### src/rtl/bin_to_7seg_scan.sv
// Multi-digit time-multiplexed 7-segment driver with sequential binary-to-BCD conversion.
// Optional build macro LEADING_ZERO_BLANK_EN blanks leading zero digits (digit 0 always shown).
module bin_to_7seg_scan #(
  parameter int DIGITS   = 4,
  parameter int BIN_W    = 14,
  parameter int SCAN_DIV = 50000
) (
  input  logic              clk,
  input  logic              reset,
  input  logic [BIN_W-1:0]  bin_in,
  input  logic              load,
  output logic              busy,
  output logic              done,
  output logic              ovf,
  output logic [6:0]        seg,
  output logic [DIGITS-1:0] an
);

  localparam int BCD_W = 4 * DIGITS;
  localparam int CW    = $clog2(BIN_W + 1);
  localparam int PW    = $clog2(SCAN_DIV);
  localparam int IW    = (DIGITS > 1) ? $clog2(DIGITS) : 1;

  function automatic logic [31:0] pow10(input int n);
    logic [31:0] p;
    p = 32'd1;
    for (int i = 0; i < n; i++) p = p * 32'd10;
    return p;
  endfunction

  localparam logic [31:0] LIMIT = pow10(DIGITS);

  function automatic logic [6:0] decode(input logic [3:0] n);
    case (n)
      4'd0:    return 7'h7E;
      4'd1:    return 7'h30;
      4'd2:    return 7'h6D;
      4'd3:    return 7'h79;
      4'd4:    return 7'h33;
      4'd5:    return 7'h5B;
      4'd6:    return 7'h5F;
      4'd7:    return 7'h70;
      4'd8:    return 7'h7F;
      4'd9:    return 7'h7B;
      4'hF:    return 7'h01;
      default: return 7'h00;
    endcase
  endfunction

  function automatic logic [BCD_W-1:0] add3(input logic [BCD_W-1:0] b);
    logic [BCD_W-1:0] r;
    r = b;
    for (int i = 0; i < DIGITS; i++)
      if (b[4*i +: 4] >= 4'd5) r[4*i +: 4] = b[4*i +: 4] + 4'd3;
    return r;
  endfunction

  typedef enum logic [1:0] {IDLE, CONV, UPDATE} state_t;

  state_t            state_q, state_d;
  logic [BIN_W-1:0]  bin_q, bin_d;
  logic [BCD_W-1:0]  bcd_q, bcd_d;
  logic [CW-1:0]     cnt_q, cnt_d;
  logic              ovfp_q, ovfp_d;
  logic [BCD_W-1:0]  disp_q, disp_d;
  logic              ovf_q, ovf_d;
  logic [PW-1:0]     presc_q;
  logic [IW-1:0]     idx_q;
  logic [6:0]        seg_q, seg_d;
  logic [DIGITS-1:0] an_q, an_d;
  logic [3:0]        nib [DIGITS];
  logic [DIGITS-1:0] blank;

  always_comb begin
    state_d = state_q;
    bin_d   = bin_q;
    bcd_d   = bcd_q;
    cnt_d   = cnt_q;
    ovfp_d  = ovfp_q;
    disp_d  = disp_q;
    ovf_d   = ovf_q;
    case (state_q)
      IDLE: begin
        if (load) begin
          bin_d   = bin_in;
          bcd_d   = '0;
          cnt_d   = '0;
          ovfp_d  = ({{(32-BIN_W){1'b0}}, bin_in} >= LIMIT);
          state_d = CONV;
        end
      end
      CONV: begin
        // Top-nibble carries fall off the end; the overflow flag already covers them.
        {bcd_d, bin_d} = {add3(bcd_q), bin_q} << 1;
        cnt_d = cnt_q + 1'b1;
        if (cnt_q == CW'(BIN_W - 1)) state_d = UPDATE;
      end
      UPDATE: begin
        disp_d  = ovfp_q ? '1 : bcd_q;
        ovf_d   = ovfp_q;
        state_d = IDLE;
      end
      default: state_d = IDLE;
    endcase
  end

  always_comb begin
    for (int i = 0; i < DIGITS; i++) nib[i] = disp_q[4*i +: 4];
  end

`ifdef LEADING_ZERO_BLANK_EN
  always_comb begin
    logic zero_hi;
    zero_hi = 1'b1;
    blank   = '0;
    for (int i = DIGITS - 1; i > 0; i--) begin
      zero_hi  = zero_hi & (nib[i] == 4'd0);
      blank[i] = zero_hi;
    end
  end
`else
  assign blank = '0;
`endif

  always_comb begin
    seg_d = blank[idx_q] ? 7'h00 : decode(nib[idx_q]);
    an_d  = ~(DIGITS'(1) << idx_q);
  end

  always_ff @(posedge clk or negedge reset) begin
    if (!reset) begin
      state_q <= IDLE;
      bin_q   <= '0;
      bcd_q   <= '0;
      cnt_q   <= '0;
      ovfp_q  <= 1'b0;
      disp_q  <= '0;
      ovf_q   <= 1'b0;
      presc_q <= '0;
      idx_q   <= '0;
      seg_q   <= 7'h00;
      an_q    <= '1;
    end else begin
      state_q <= state_d;
      bin_q   <= bin_d;
      bcd_q   <= bcd_d;
      cnt_q   <= cnt_d;
      ovfp_q  <= ovfp_d;
      disp_q  <= disp_d;
      ovf_q   <= ovf_d;
      seg_q   <= seg_d;
      an_q    <= an_d;
      // Scan runs freely, unaffected by the conversion FSM.
      if (presc_q == PW'(SCAN_DIV - 1)) begin
        presc_q <= '0;
        idx_q   <= (idx_q == IW'(DIGITS - 1)) ? '0 : idx_q + 1'b1;
      end else begin
        presc_q <= presc_q + 1'b1;
      end
    end
  end

  assign busy = (state_q != IDLE);
  assign done = (state_q == UPDATE);
  assign ovf  = ovf_q;
  assign seg  = seg_q;
  assign an   = an_q;

endmodule

### config.mk
export PLATFORM = sky130hd
export DESIGN_NAME = bin_to_7seg_scan
export DESIGN_NICKNAME = d
export VERILOG_FILES = /design/src/rtl/bin_to_7seg_scan.sv
export SDC_FILE = /design/constraint.sdc
export NUM_CORES = 1
export LEC_CHECK = 0
export CORE_UTILIZATION = 50
export DETAILED_ROUTE_END_ITERATION = 12
export GPL_ROUTABILITY_DRIVEN = 0
export GPL_TIMING_DRIVEN = 0
export PLACE_DENSITY_LB_ADDON = 0.1
export RECOVER_POWER = 100
export SYNTH_ARGS = -nofsm -noshare
export SYNTH_HDL_FRONTEND = slang
export SYNTH_SLANG_ARGS = --single-unit
### constraint.sdc
create_clock -name clk -period 5.5 [get_ports clk]
set_clock_uncertainty 0.05 [all_clocks]
set_input_delay 0.55 -clock clk [delete_from_list [all_inputs] [get_ports clk]]
set_output_delay 0.55 -clock clk [all_outputs]
set_load 0.1 [all_outputs]
==> results of run 1 <==
==> per-layer routing <==
layer	wire [um]	vias up	share of wire [%]	track usage (%)
met5	0	-	0	0
met4	159	0	2.1	9.11
met3	228	13	3.0	2.90
met2	3810	55	50	34.7
met1	3420	1385	45	24.7
li1	-	1433	-	-
==> layout make-up <==
class / count / area, um^2
timing repair buffer: 31 / 322
buffer: 19 / 78.8
fill: 692 / 3130
tap: 102 / 128
inverter: 25 / 93.8
clock buffer: 12 / 145
sequential: 83 / 2080
multi-input combinational: 270 / 1740
clock inverter: 4 / 50.0
==> sequential cells by signal, indices dropped and copies added, names as in the netlist <==
register / count
ovf: 1
disp_q: 16
cnt_q: 4
seg: 7
presc_q: 16
an: 4
ovfp_q: 1
idx_q: 2
bcd_q: 16
state_q: 2
bin_q: 14
==> kinds of logic (layout without fill, tap and decap cells) <==
logic type,after synthesis,after routing,share of synthesized area (%)
and+or+nand+nor,143,143,16.5
DFF,83,83,51.7
AOI/OAI and AO/OA,71,71,11.0
buffers and inverters,44,91,4.81
xor gates and xnor gates,23,23,5.00
adders and majority gates,22,22,6.83
muxes,11,11,4.25
==> Yosys cell counts, drive strengths merged (7+ instances only) <==
cell | n | area (um^2)
o22ai | 14 | 93.8
xor2 | 9 | 78.8
ha | 22 | 275
a21oi | 7 | 35.0
clkbuf | 11 | 41.3
buf | 8 | 58.8
o31ai | 7 | 52.6
inv | 25 | 93.8
nand2 | 29 | 111
nor2 | 62 | 233
dfrtp | 79 | 1980
nand3 | 22 | 115
o21ai | 33 | 169
xnor2 | 14 | 123
nand2b | 7 | 51.3
==> power by group through the flow <==
| stage | clock network [mW] | logic [mW] | registers (mW) |
|---|---|---|---|
| floorplan | 0 | 0.664 | 1.06 |
| global placement | 0 | 1.02 | 0.937 |
| detailed placement | 0 | 1.04 | 0.944 |
| CTS | 0.450 | 1.05 | 0.933 |
| global route | 0.471 | 1.14 | 0.953 |
| finish | 0.441 | 1.02 | 0.931 |
==> worst reg2reg max path, delay by kind of cell, from the launching register on <==
family,cells,cell delay (ns)
DFF,1,0.39
muxes,1,0.39
and+or+nand+nor,3,0.76
buffers and inverters,1,0.38
adders and majority gates,1,0.19
==> metrics by stage <==
step	cell area [um^2]	setup WS [ns]	power, mW
global route	4640	2.18	2.56
floorplan	4030	3.44	1.72
finish	4640	2.29	2.39
detailed placement	4480	2.72	1.99
global placement	4460	0.798	1.96
CTS	4680	2.32	2.43
==> worst min path at each step <==
stage / startpoint / endpoint / slack (ns) / cells past startpoint
after detailed placement: disp_q[4] / disp_q[4] / 0.41 / 2
final: disp_q[4] / disp_q[4] / 0.43 / 2
after global routing: disp_q[4] / disp_q[4] / 0.44 / 2
after global placement: disp_q[12] / disp_q[12] / 0.41 / 2
after floorplan: reset / bcd_q[0] / 0.20 / 0
after CTS: reset / seg[3] / 0.12 / 1
==> impl_metrics.toml, run 1 <==
[detailed_routing]
routed_wl_um = 7610
drtIter0Drc = 131
vias = 2886
drtPass1Iterations = 4
via_per_inst = 5.29
antenna_left = 0
post_drt_wl_per_cell_um = 13.9
drc = 0

[worst_setup_path]
cp-start-kind = "register"
crit_chain = "nand2b_1 > clkbuf_1 > clkbuf_1 > inv_1 > dlygate4sd3_1"
crit_slowest_cell = "dlygate4sd3_1"
crit_family = "buffers and inverters"
worst_setup_path_end_kind = "primary output"
critPathMostFrequentCell = "clkbuf_1"
reg2reg_from = "presc_q[0]"
reg2regPathDepth = 6
crit_cells = 5
crit_path_max_incr_delay_ns = 1.20
path_buf_inv = 4
cp-startpoint = "state_q[0]"
rr_endpoint = "idx_q[0]"
reg2reg_setup_slack_ns = 3.23
crit_type = "register to primary output"
cp.required_ns = 4.90
worstPathArrival_ns = 2.61
path_max_fanout = 10
crit_path_end = "done"

[die]
coreArea_um2 = 7770
pin_count = 31
die_x_um = 91.8
start_util_pct = 51.9
die_y_um = 91.8
dieArea_um2 = 8420
rows = 32

[synth]
synth_nets = 436
synth_edf_count = 0
netlist_area_um2 = 4030
synth_cells = 397
yosysSeqAreaShare_pct = 51.7
postSynthAreaPerCell_um2 = 10.2
async_flop_share_pct = 100
synth.distinct_cells = 44
synth-seq-cells = 83
synth_ff_type = "dfrtp_1"
ys_warn_count = 0

[power]
netSwitchingFraction_pct = 41.7
pwr-share-seq_pct = 39.0
intPower_mw = 1.39
leakage_nw = 2.04
powerDensity_nw_per_um2 = 514
p_clk_share_pct = 18.5
p_switching_mw = 0.997
combPwrFrac_pct = 42.5
ir_drop_uv = 206

[sta]
hold_violations = 0
finalSetupViolCount = 0
holdWs_ns = 0.431
rsz0062_at_grt = "false"
tns_ns = 0
slew_headroom_pct = -39.5
fin_crit_sh_pct = 58.3
layout_min_cycle_time_ns = 3.21
worst_pin_slew_ns = 2.09
max_freq_ghz = 0.312
slew_violations = 38

[placed_design]
place_hpwl_um = 5380
dp_cells = 530
port_buffers = 30

[cts]
cts_sinks = 83
cts_buffers = 9
holdBufCountCts = 0
post_cts_buffers = 0
h-tree-depth = 3
cts.repair.resized = 0
path_clk_slew_ns = 0.08
clk_latency_ns = 0.35
clockRootBuffer = "clkbuf_8"
clockBufferDepth = 2
cts_tree = "done"

[grt]
grt_pass1_vias = 2896
antenna_found_initial = 0
grt_usage_pct = 20.0
grt_pass1_wl_um = 13200
grt_max_degree = 47
grt.overflow.total = 0

[cells_and_area]
flow.area_growth_from_synthesis_pct = 15.2
nNetsFinal = 478
final_layout_size_suffix_gt1_share_pct = 8.11
instances_no_fill = 546
diodes = 0
final_cell_mix = "dfrtp_1, nor2_1, o21ai_0"
final_common_cell = "dfrtp_1"
post-route-util_pct = 59.8

[outcome]
violations = "capacitance limit, slew limit"
status = "finished with violations"

[job]
maxCapViolCount = 1

[hold_path]
hold_class = "register to register"
Power figures use the tool's default switching activity.
==> run 2, diff against run 1 <==
==> constraint.sdc (replaced) <==
create_clock -name clk -period 2.93 [get_ports clk]
set_clock_uncertainty 0.05 [all_clocks]
set_input_delay 0.293 -clock clk [delete_from_list [all_inputs] [get_ports clk]]
set_output_delay 0.293 -clock clk [all_outputs]
set_load 0.1 [all_outputs]
==> run 2 against run 1 <==
Sequential cell count stayed put. Sequential share of layout area grew 0.17 points. Critical endpoint unchanged. Core utilization fell by 0.23 points. Largest power group unchanged. The run now ends clean.
==> impl_metrics.toml, run 2 (synthesis results as in run 1) <==
[grt]
grt_max_degree = 47
grt_usage_pct = 20.0
grt_pass1_wl_um = 13200
grt_pass1_vias = 2908
antenna_found_initial = 0
grt.overflow.total = 0

[die]
coreArea_um2 = 7770
rows = 32
die_y_um = 91.8
dieArea_um2 = 8420
pin_count = 31
die_x_um = 91.8
start_util_pct = 51.9

[sta]
fin_crit_sh_pct = 89.5
setup_slack_ns = 0.308
worst_pin_slew_ns = 1.16
rsz0062_at_grt = "false"
slew_headroom_pct = 22.7
slew_violations = 0
max_freq_ghz = 0.381
layout_min_cycle_time_ns = 2.62
holdWs_ns = 0.415
finalSetupViolCount = 0
hold_violations = 0

[cells_and_area]
flow.area_growth_from_synthesis_pct = 14.7
final_cell_mix = "dfrtp_1, nor2_1, o21ai_0"
final_layout_size_suffix_gt1_share_pct = 8.31
diodes = 0
top_regs = "bcd_q (16), disp_q (16), presc_q (16)"
fillers = 697
seq_area_um2 = 2080
post-route-util_pct = 59.5
nNetsFinal = 479
final_common_cell = "dfrtp_1"
multiInputGateArea_um2 = 1740

[detailed_routing]
vias = 2887
routed_wl_um = 7610
via_per_inst = 5.28
drtPass1Iterations = 4
antenna_left = 0
post_drt_wl_per_cell_um = 13.9
drc = 0
drtIter0Drc = 91

[cts]
clk_latency_ns = 0.35
clockBufferDepth = 2
cts_tree = "done"
h-tree-depth = 3
post_cts_buffers = 0
cts_buffers = 9
clockRootBuffer = "clkbuf_8"
cts_sinks = 83
path_clk_slew_ns = 0.08

[worst_setup_path]
crit_family = "buffers and inverters"
cp.required_ns = 2.59
worst_setup_path_end_kind = "primary output"
worstPathArrival_ns = 2.28
cp-start-kind = "register"
path_buf_inv = 4
crit_slowest_cell = "clkbuf_1"
crit_type = "register to primary output"
critPathMostFrequentCell = "clkbuf_1"
crit_chain = "nand2b_1 > clkbuf_1 > clkbuf_1 > inv_1 > clkbuf_1"
crit_path_max_incr_delay_ns = 0.86
path_max_fanout = 10

[placed_design]
detailedPlace.worstSlack_ns = 0.402
port_buffers = 30
place_hpwl_um = 5380

[power]
leakage_nw = 2.03
powerDensity_nw_per_um2 = 968
ir_drop_uv = 387

[outcome]
status = "finished, final reports clean"

[job]
maxCapViolCount = 0

[hold_path]
hold_class = "primary input to register"
## run 2: cell count changes in the layout (fill, tap and decap cells not counted), sizes merged
cell           previous run  this run
clkbuf                   31        33
buf                       2         1
clkdlybuf4s50            14        15
dlygate4sd3              15        14
## run 2: final timing paths
path / startpoint / end / slack (ns) / cells past startpoint
worst max-delay path: state_q[0] / done / 0.31 / 5
worst min-delay path: bin_in[0] / bin_q[0] / 0.42 / 3
worst max register to register: presc_q[0] / idx_q[0] / 0.66 / 6
worst min register to register: disp_q[4] / disp_q[4] / 0.43 / 2
max in group asynchronous: reset / bin_q[5] / 0.64 / 3
min in group asynchronous: reset / seg[3] / 0.56 / 2
## run 2: area by class of cell
cell class,count,area share (%)
Clock inverter,4,1.08
Multi-Input combinational cell,270,37.7
Inverter,25,2.03
Sequential cell,83,45.0
Clock buffer,12,3.14
Buffer,19,1.70
Tap cell,102,2.76
Timing Repair Buffer,32,6.57
## run 2: through the flow
| stage | power, mW | instance area [um^2] | TNS [ns] | std cells |
|---|---|---|---|---|
| 3_3_place_gp | 3.67 | 4460 | -121.36 | 529 |
| 4_1_cts | 4.56 | 4690 | 0 | 547 |
| 5_1_grt | 4.80 | 4620 | 0 | 547 |
| 2_1_floorplan | 3.23 | 4030 | 0 | 397 |
| 3_5_place_dp | 3.73 | 4480 | 0 | 530 |
| 6_report | 4.48 | 4620 | 0 | 547 |
## run 2: tightest hold or removal path: stages
cell,delay (ns)
clkdlybuf4s50_1,0.40
nand2_1,0.05
nand2_1,0.04
## run 2: metal layers
layer / routed length, um / GRT usage, %
met1: 3390 / 24.7
met2: 3790 / 34.8
met3: 275 / 2.90
met4: 159 / 9.11
met5: 0 / 0
## run 2: where the power goes
group          leakage [nW]  internal, mW  total (mW)  switching [mW]
clock                0.0926         0.417       0.829           0.412
sequential             1.04          1.50        1.75           0.248
combinational         0.903         0.694        1.90            1.21
total                  2.03          2.61        4.48            1.87
## run 2: repair_timing
action,CTS,global route
endpoints found under the setup margin,0,1
resized for setup,0,1
hold buffers,1,0
hold endpoints to repair,33,0
==> run 3, diff against run 2 <==
--- a/config.mk
+++ b/config.mk
@@ -11,6 +11,7 @@
 export GPL_TIMING_DRIVEN = 0
 export PLACE_DENSITY_LB_ADDON = 0.1
 export RECOVER_POWER = 100
+export SKIP_LAST_GASP = 1
 export SYNTH_ARGS = -nofsm -noshare
 export SYNTH_HDL_FRONTEND = slang
 export SYNTH_SLANG_ARGS = --single-unit
==> results of run 3 <==
Same layout as run 2: the final DEF is identical, and so are final timing and power.
